## config.mk

```make
export PLATFORM = sky130hd
export DESIGN_NAME = ota_cloop_sched
export DESIGN_NICKNAME = d
export VERILOG_FILES = /design/src/rtl/ota_cloop_sched.sv
export SDC_FILE = /design/constraint.sdc
export NUM_CORES = 1
export LEC_CHECK = 0
export ABC_CLOCK_PERIOD_IN_PS = 5350
export CORE_ASPECT_RATIO = 0.8
export CORE_MARGIN = 2
export CORE_UTILIZATION = 35
export CTS_CLUSTER_SIZE = 14
export DETAILED_ROUTE_END_ITERATION = 16
export PLACE_DENSITY_LB_ADDON = 0.05
export SLEW_MARGIN = 20
export SYNTH_ARGS = -nofsm -noshare
export SYNTH_HDL_FRONTEND = slang
export SYNTH_SLANG_ARGS = --single-unit
```

## constraint.sdc

```tcl
create_clock -name clk -period 5.35 [get_ports clk]
set_input_delay 1.07 -clock clk [delete_from_list [all_inputs] [get_ports clk]]
set_output_delay 1.07 -clock clk [all_outputs]
set_load 0.02 [all_outputs]
```

## src/rtl/ota_cloop_sched.sv

```systemverilog
// Round-robin scheduler that time-shares one closed-loop OTA between N requesters,
// sequencing power-up, per-grant settling, a single sample strobe and idle power-down.
module ota_cloop_sched #(
  parameter int N   = 4,
  parameter int FFW = 4,
  parameter int CW  = 8
) (
  input  logic                 clk,
  input  logic                 rst,
  input  logic [N-1:0]         req,
  input  logic [N*FFW-1:0]     ff_cfg,
  input  logic [CW-1:0]        wake_cyc,
  input  logic [CW-1:0]        settle_cyc,
  input  logic [CW-1:0]        idle_cyc,
  output logic                 pd,
  output logic [N-1:0]         gnt,
  output logic [$clog2(N)-1:0] ch_sel,
  output logic [FFW-1:0]       ff_code,
  output logic                 sample,
  output logic                 busy
);

  localparam int SW = $clog2(N);

  typedef enum logic [2:0] {
    S_OFF    = 3'd0,
    S_WAKE   = 3'd1,
    S_SETTLE = 3'd2,
    S_SAMPLE = 3'd3,
    S_GAP    = 3'd4,
    S_IDLE   = 3'd5
  } state_t;

  state_t         state, state_nx;
  logic [CW-1:0]  cnt, cnt_nx, cnt_dec;
  logic [SW-1:0]  ptr, ptr_nx;
  logic [N-1:0]   gnt_nx, gnt_win;
  logic [SW-1:0]  ch_sel_nx, win, ptr_win;
  logic [FFW-1:0] ff_nx, ff_win;
  logic           pd_nx, busy_nx, sample_nx;
  logic           do_grant, go_idle;
  logic [CW-1:0]  wake_ld, settle_ld;

  // First requesting channel at or after p, wrapping N-1 -> 0; the lowest offset wins.
  function automatic logic [SW-1:0] rr_pick(input logic [N-1:0] r, input logic [SW-1:0] p);
    int j;
    logic [SW-1:0] pick;
    pick = p;
    for (int k = N - 1; k >= 0; k--) begin
      j = int'(p) + k;
      if (j >= N) begin
        j = j - N;
      end else begin
        j = j;
      end
      if (r[j]) begin
        pick = SW'(j);
      end else begin
        pick = pick;
      end
    end
    return pick;
  endfunction

  // Arbitration result and counter reload values, used only on a grant/load edge.
  always_comb begin
    win       = rr_pick(req, ptr);
    ptr_win   = (win == SW'(N - 1)) ? {SW{1'b0}} : win + SW'(1);
    gnt_win   = {{(N-1){1'b0}}, 1'b1} << win;
    ff_win    = ff_cfg[int'(win)*FFW +: FFW];
    wake_ld   = (wake_cyc   == {CW{1'b0}}) ? CW'(1) : wake_cyc;
    settle_ld = (settle_cyc == {CW{1'b0}}) ? CW'(1) : settle_cyc;
    cnt_dec   = cnt - CW'(1);
  end

  // Next-state and next-output logic; every output register is computed here.
  always_comb begin
    state_nx  = state;
    cnt_nx    = cnt;
    ptr_nx    = ptr;
    gnt_nx    = gnt;
    ch_sel_nx = ch_sel;
    ff_nx     = ff_code;
    do_grant  = 1'b0;
    go_idle   = 1'b0;

    case (state)
      S_OFF: begin
        if (|req) begin
          state_nx = S_WAKE;
          cnt_nx   = wake_ld;
        end else begin
          state_nx = S_OFF;
        end
      end
      S_WAKE: begin
        if (!(|req)) begin
          go_idle = 1'b1;
        end else if (cnt <= CW'(1)) begin
          do_grant = 1'b1;
        end else begin
          cnt_nx = cnt_dec;
        end
      end
      S_SETTLE: begin
        // A requester that gives up mid-settle forfeits its slot; pointer already moved.
        if (!req[ch_sel]) begin
          state_nx = S_GAP;
          gnt_nx   = {N{1'b0}};
        end else if (cnt <= CW'(1)) begin
          state_nx = S_SAMPLE;
        end else begin
          cnt_nx = cnt_dec;
        end
      end
      S_SAMPLE: begin
        state_nx = S_GAP;
        gnt_nx   = {N{1'b0}};
      end
      S_GAP: begin
        if (|req) begin
          do_grant = 1'b1;
        end else begin
          go_idle = 1'b1;
        end
      end
      S_IDLE: begin
        // A new request beats an expiring idle count.
        if (|req) begin
          do_grant = 1'b1;
        end else if (cnt <= CW'(1)) begin
          state_nx = S_OFF;
        end else begin
          cnt_nx = cnt_dec;
        end
      end
      default: begin
        state_nx = S_OFF;
        gnt_nx   = {N{1'b0}};
      end
    endcase

    if (do_grant) begin
      state_nx  = S_SETTLE;
      cnt_nx    = settle_ld;
      gnt_nx    = gnt_win;
      ch_sel_nx = win;
      ff_nx     = ff_win;
      ptr_nx    = ptr_win;
    end else if (go_idle) begin
      if (idle_cyc == {CW{1'b0}}) begin
        state_nx = S_OFF;
      end else begin
        state_nx = S_IDLE;
        cnt_nx   = idle_cyc;
      end
    end else begin
      cnt_nx = cnt_nx;
    end

    pd_nx     = (state_nx == S_OFF);
    busy_nx   = (state_nx != S_OFF);
    sample_nx = (state_nx == S_SAMPLE);
  end

  // State, counter, pointer and all output registers.
  always_ff @(posedge clk or posedge rst) begin
    if (rst) begin
      state   <= S_OFF;
      cnt     <= {CW{1'b0}};
      ptr     <= {SW{1'b0}};
      pd      <= 1'b1;
      gnt     <= {N{1'b0}};
      ch_sel  <= {SW{1'b0}};
      ff_code <= {FFW{1'b0}};
      sample  <= 1'b0;
      busy    <= 1'b0;
    end else begin
      state   <= state_nx;
      cnt     <= cnt_nx;
      ptr     <= ptr_nx;
      pd      <= pd_nx;
      gnt     <= gnt_nx;
      ch_sel  <= ch_sel_nx;
      ff_code <= ff_nx;
      sample  <= sample_nx;
      busy    <= busy_nx;
    end
  end

endmodule

```

**Yosys cells after proc, flatten, opt, wreduce, memory -nomap -nowiden**

Index checks and enable logic that the tools add are counted.
Widths: inputs -> output; s select.

- Output and inout bits: 13
- Word-level logic and storage cells: 102
- Input port bits: 46
- Flip-flop bits (word level): 26

- Multiplexer cells: 52
- Reduce and logical (&&, ||, !) cells: 11
- $add $sub $neg: 9
- Shifts and indexed selects: 2
- $lt $le $gt $ge: 10
- Equal/unequal tests: 9

Operators with widths:

| operator | count |
|---|---|
| $lt 32x4->1 const B | 4 |
| $mux 32 | 4 |
| $mux 8 | 10 |
| $pmux 8 s4 | 1 |
| $logic_not 8->1 | 3 |
| $mux 3 | 7 |
| $shiftx 16x5->4 | 1 |
| $mux 1 | 15 |
| $pmux 3 s5 | 1 |
| $sub 3x3->4 const B | 3 |
| $bmux 1 s2 | 5 |
| $mux 2 | 5 |
| $eq 3x2->1 const B | 3 |
| $ge 3x3->1 const B | 3 |
| $le 8x1->1 const B | 1 |
| $mux 4 | 2 |
| $pmux 4 s2 | 1 |
| $reduce_or 4->1 | 2 |
| $sub 8x1->8 const B | 1 |
| $add 2x2->3 const B | 2 |
| $eq 3x3->1 const B | 2 |
| $logic_not 3->1 | 2 |
| $reduce_or 2->1 | 2 |
| $shl 1x2->4 const A | 1 |
| 12 further kinds | 12 |

**Depth between registers and ports, before layout**

- Word-level depth: 12
- Mapped depth: 9
- Gate-level depth less buffers: 8

**Least setup slack after synthesis**

Ideal clock, no wire load.

- Path type: input port to flip-flop
- Start: in req[1]
- End: reg cnt[5]
- Setup slack: 2804 ps
- Data required time: 5220 ps
- Arrival: 2416 ps
- Stages on the path: 6
- Library setup time: 130 ps
- Buffers on the path: 0
- Path through: mux4_1 > nand3_1 > a21boi_4 > nor2_1 > a221oi_2 > o21ai_0

- Cells in the longest elaborated chain, start to end: 7
- Elaborated cells on any way between the ends: 16
- Classes of those cells: mux (15); reduce/logical (1)

Ends and longest elaborated chain:

| what | line | source |
|---|---|---|
| start: declaration | 10 | `input logic [N-1:0] req,` |
| $bmux 1 s2 | 107 | `if (!req[ch_sel]) begin` |
| $mux 1 (implied by the code) | 107 |  |
| $mux 8 | 107 |  |
| $pmux 8 s4 | 87 | `case (state)` |
| $mux 8 | 151 | `if (idle_cyc == {CW{1'b0}}) begin` |
| $mux 8 | 150 | `end else if (go_idle) begin` |
| $mux 8 * | 143 | `if (do_grant) begin` |
| net cnt_nx[5] | 35 | `logic [CW-1:0] cnt, cnt_nx, cnt_dec;` |
| end signal: assignment | 170 | `cnt <= {CW{1'b0}};` |
| end signal: assignment | 180 | `cnt <= cnt_nx;` |
| end: declaration | 35 |  |

The timed path passes the listed nets; every way through them passes the cells marked *. The select of a mux whose other input is x is not followed.
A chain may end at the register's enable or synchronous reset.

**Worst setup path in the final report**

- Start: in req[3]
- End: reg cnt[2]

The elaborated chain is that of the path after synthesis.

==> out/qor.txt <==
status = finished, final reports clean
Core ar. = 5440 um^2
Syn Std Cell Area = 1960 um^2
gpl congestion = 0.853
fmax = 293 MHz
Startpoint Class = input pin
detail-routed via count per cell = 5.47
Pleak = 1.05 nW
clk slew on worst S/H paths = 100 ps
DP HPWL = 4260 um
largest net degree at the start of global routing = 27
Setup-failing EPs final = 0
hold path depth = 2
min-delay worst type = flip-flop to flip-flop
Clock Latency Late Sink = 270 ps
post-place setup slack = 1670 ps
ANT cells = 0
layout cell share with drive strength beyond 1 = 0.0797
Post-CTS Setup Repair Bufs = 0
nets@finish = 329
CTS resizes = 0
Die X = 87.6 um
hold slack = 506 ps
Tmin final = 3420 ps
Final Skew = 3.93 ps
Synth Area in Compound Gates = 0.234
Die Area = 6210 um^2
Ports = 59
post-synth top area cell = dfrtp_1
Yosys reg bits = 26
Syn. warnings = 0
multiplexer share of the synthesized area = 0.0728
Slew @ Worst Pin = 946 ps
worst-case clock buffer depth = 2
maximum vdd drop = 149 uV
CTS tree = built
chip height = 70.9 um
Synth top area share = 0.319
initial drt markers = 138
Overflow after GRT = 0
H-tree levels = 1
CTS hold repair buffers = 0
Num CTS Buffers = 3
number of synthesized flops with an enable pin = 0
DRT antenna net count = 0
Slew HR = 0.364
Post-Syn Area per Cell = 8.74 um^2
Crit. End Element = flip-flop
GRT Total Usage = 0.190
P per Cell Area = 502 nW/um^2
CP cell instances = clkdlybuf4s50_1 -> or4_1 -> nor3_2 -> o21ai_1 -> nand2_1 -> o21ai_0
WP data arrival = 3570 ps
Min-Delay Endpoint = gnt[3]
Seq/Total Area, Yosys = 0.333
final wirelength = 5570 um
post-synthesis instance total = 224
# clock sinks = 26
WS Path Type = input pin to flip-flop
reg2reg setup slack = 2720 ps
r2r endpoint = cnt[2]
CP max stage delay = 740 ps
Async SR Flop Fraction = 1.00
vias in the first global route = 1844
Port Buf Inserts = 58
RSZ-0062 raised after global routing = no
FF-to-FF Start = cnt[0]
largest family of logic cells by synthesized area = simple AND/OR/NAND/NOR gates
worst hold start = gnt[3]
Simple-Gate Fraction of Synth Area = 0.265
# Max-Cap Violations = 0
Critical path buffers and inverters = 1
syn_nets = 276
CP max stage cell = or4_1
synth unique cells = 49
Tcrit/Tclk final = 0.638
Hold Fails Final Rpt = 0
Reg2Reg Depth = 7
worst endpoint required time = 5510 ps
wire per inst = 15.7 um
first-pass GRT wire length = 9360 um
overall via count from detail_route = 1937
setup TNS = 0 ps
Synth Flop Type = dfrtp_1
max-slew violation count = 0
drt pass-1 iters = 4
clock root buffer = clkbuf_8
setup ws final = 1930 ps
DRC violations left = 0
CP Max Fanout = 11
critical path's top delay family = simple AND/OR/NAND/NOR gates
initial antenna violation count = 0
Synth Area in Adders = 0.0383
P&R area growth vs syn = 35.9%
Initial Util = 0.360
xor/xnor cell area share of the yosys netlist = 0.00895
Area contributors post-synth = dfrtp_1 32%, nand2_1 5.4%, a22oi_1 5.0%, o21ai_0 4.6%, ha_1 3.8%
row count = 24
Critical Path Source = req[3]
routing by layer:
layer  GRT usage  wire [um]
met5           0          0
met1       0.322       2870
met4      0.0342         31
met2       0.242       2160
met3      0.0420        515
sequential cells by signal, summed over array words and instances, names as in the netlist:
signal   count
busy         1
ch_sel       2
cnt          8
ff_code      4
gnt          4
pd           1
ptr          2
sample       1
state        3
cell usage after synthesis (2+ instances only):
cell and n:
or2_2 2, inv_1 7, clkbuf_1 3, nor2_1 12, or3_1 3, a21o_1 2
o21ai_0 18, buf_2 3, mux2i_1 6, and3_1 3, o31ai_1 2, nor3_1 8
nor3_2 2, nand2_1 28, mux2_2 5, o32ai_1 2, buf_4 2, o21ai_1 3
ha_1 6, dfrtp_1 25, a21oi_1 10, nand3_1 9, a221oi_1 5, or4_1 6
xnor2_1 2, buf_6 2, a211oi_1 3, nor2b_1 7, a22oi_1 13, nor4_1 4
nand2b_1 2, nor4_4 2
cell usage in the layout (no fill, tap or decap), types with 2 or more instances in the layout:
| cell type | instances |
|---|---|
| o21ai_1 | 3 |
| a21oi_1 | 10 |
| and3_1 | 3 |
| nor3_1 | 8 |
| a211oi_1 | 3 |
| clkbuf_8 | 3 |
| mux2_2 | 5 |
| dfrtp_1 | 25 |
| a22oi_1 | 13 |
| nor2_1 | 12 |
| or4_1 | 6 |
| inv_1 | 6 |
| nand2_1 | 28 |
| xnor2_1 | 2 |
| a221oi_1 | 5 |
| nand2b_1 | 2 |
| ha_1 | 6 |
| nor3_2 | 2 |
| nor4_4 | 2 |
| a21o_1 | 2 |
| or2_2 | 2 |
| o21ai_0 | 18 |
| nand3_1 | 9 |
| nor4_1 | 4 |
| nor2b_1 | 7 |
| or3_1 | 3 |
| clkdlybuf4s50_1 | 58 |
| o32ai_1 | 2 |
| mux2i_1 | 6 |
power by group:
group | total [mW] | internal (mW) | switching (mW)
registers | 0.410 | 0.285 | 0.125
logic | 0.761 | 0.344 | 0.418
clock network | 0.166 | 0.100 | 0.0654
layout make-up:
class	count	area (um^2)
clock buffers	3	41.3
flip-flops and latches	26	652
inverters	7	26.3
fillers	524	2770
clock inverters	1	30.0
repair buffers	59	588
well taps	78	97.6
multi-input cells	180	1230
cells by family (layout without fill, tap and decap cells):
logic type / Yosys count / after routing
simple gates: 93 / 93
compound gates: 67 / 67
flops: 26 / 26
buf+inv: 18 / 70
mux: 12 / 12
fa+ha+maj: 6 / 6
xor+xnor: 2 / 2
through the flow:
stage	cell area [um^2]	utilization	power (mW)	std cells
after floorplan	1960	-	0.925	224
after global routing	2660	0.490	1.46	354
final	2660	0.490	1.34	354
after global placement	2580	0.475	1.17	350
after CTS	2650	0.488	1.34	354
after detailed placement	2580	0.475	1.17	350
worst min-delay path: cells and delay by family, from the launching register on:
family	cells	cell delay [ps]
flops	1	360
simple gates	2	120
how the worst max path moves through the flow:
stage,slack (ps),depth (start not counted),to
global placement,1730,7,ff_code[2]
global route,1700,6,cnt[1]
finish,1930,6,cnt[2]
floorplan,2800,6,cnt[5]
detailed placement,1670,6,cnt[1]
CTS,1970,6,cnt[1]
Note: power is estimated with default switching activity, not from simulation.
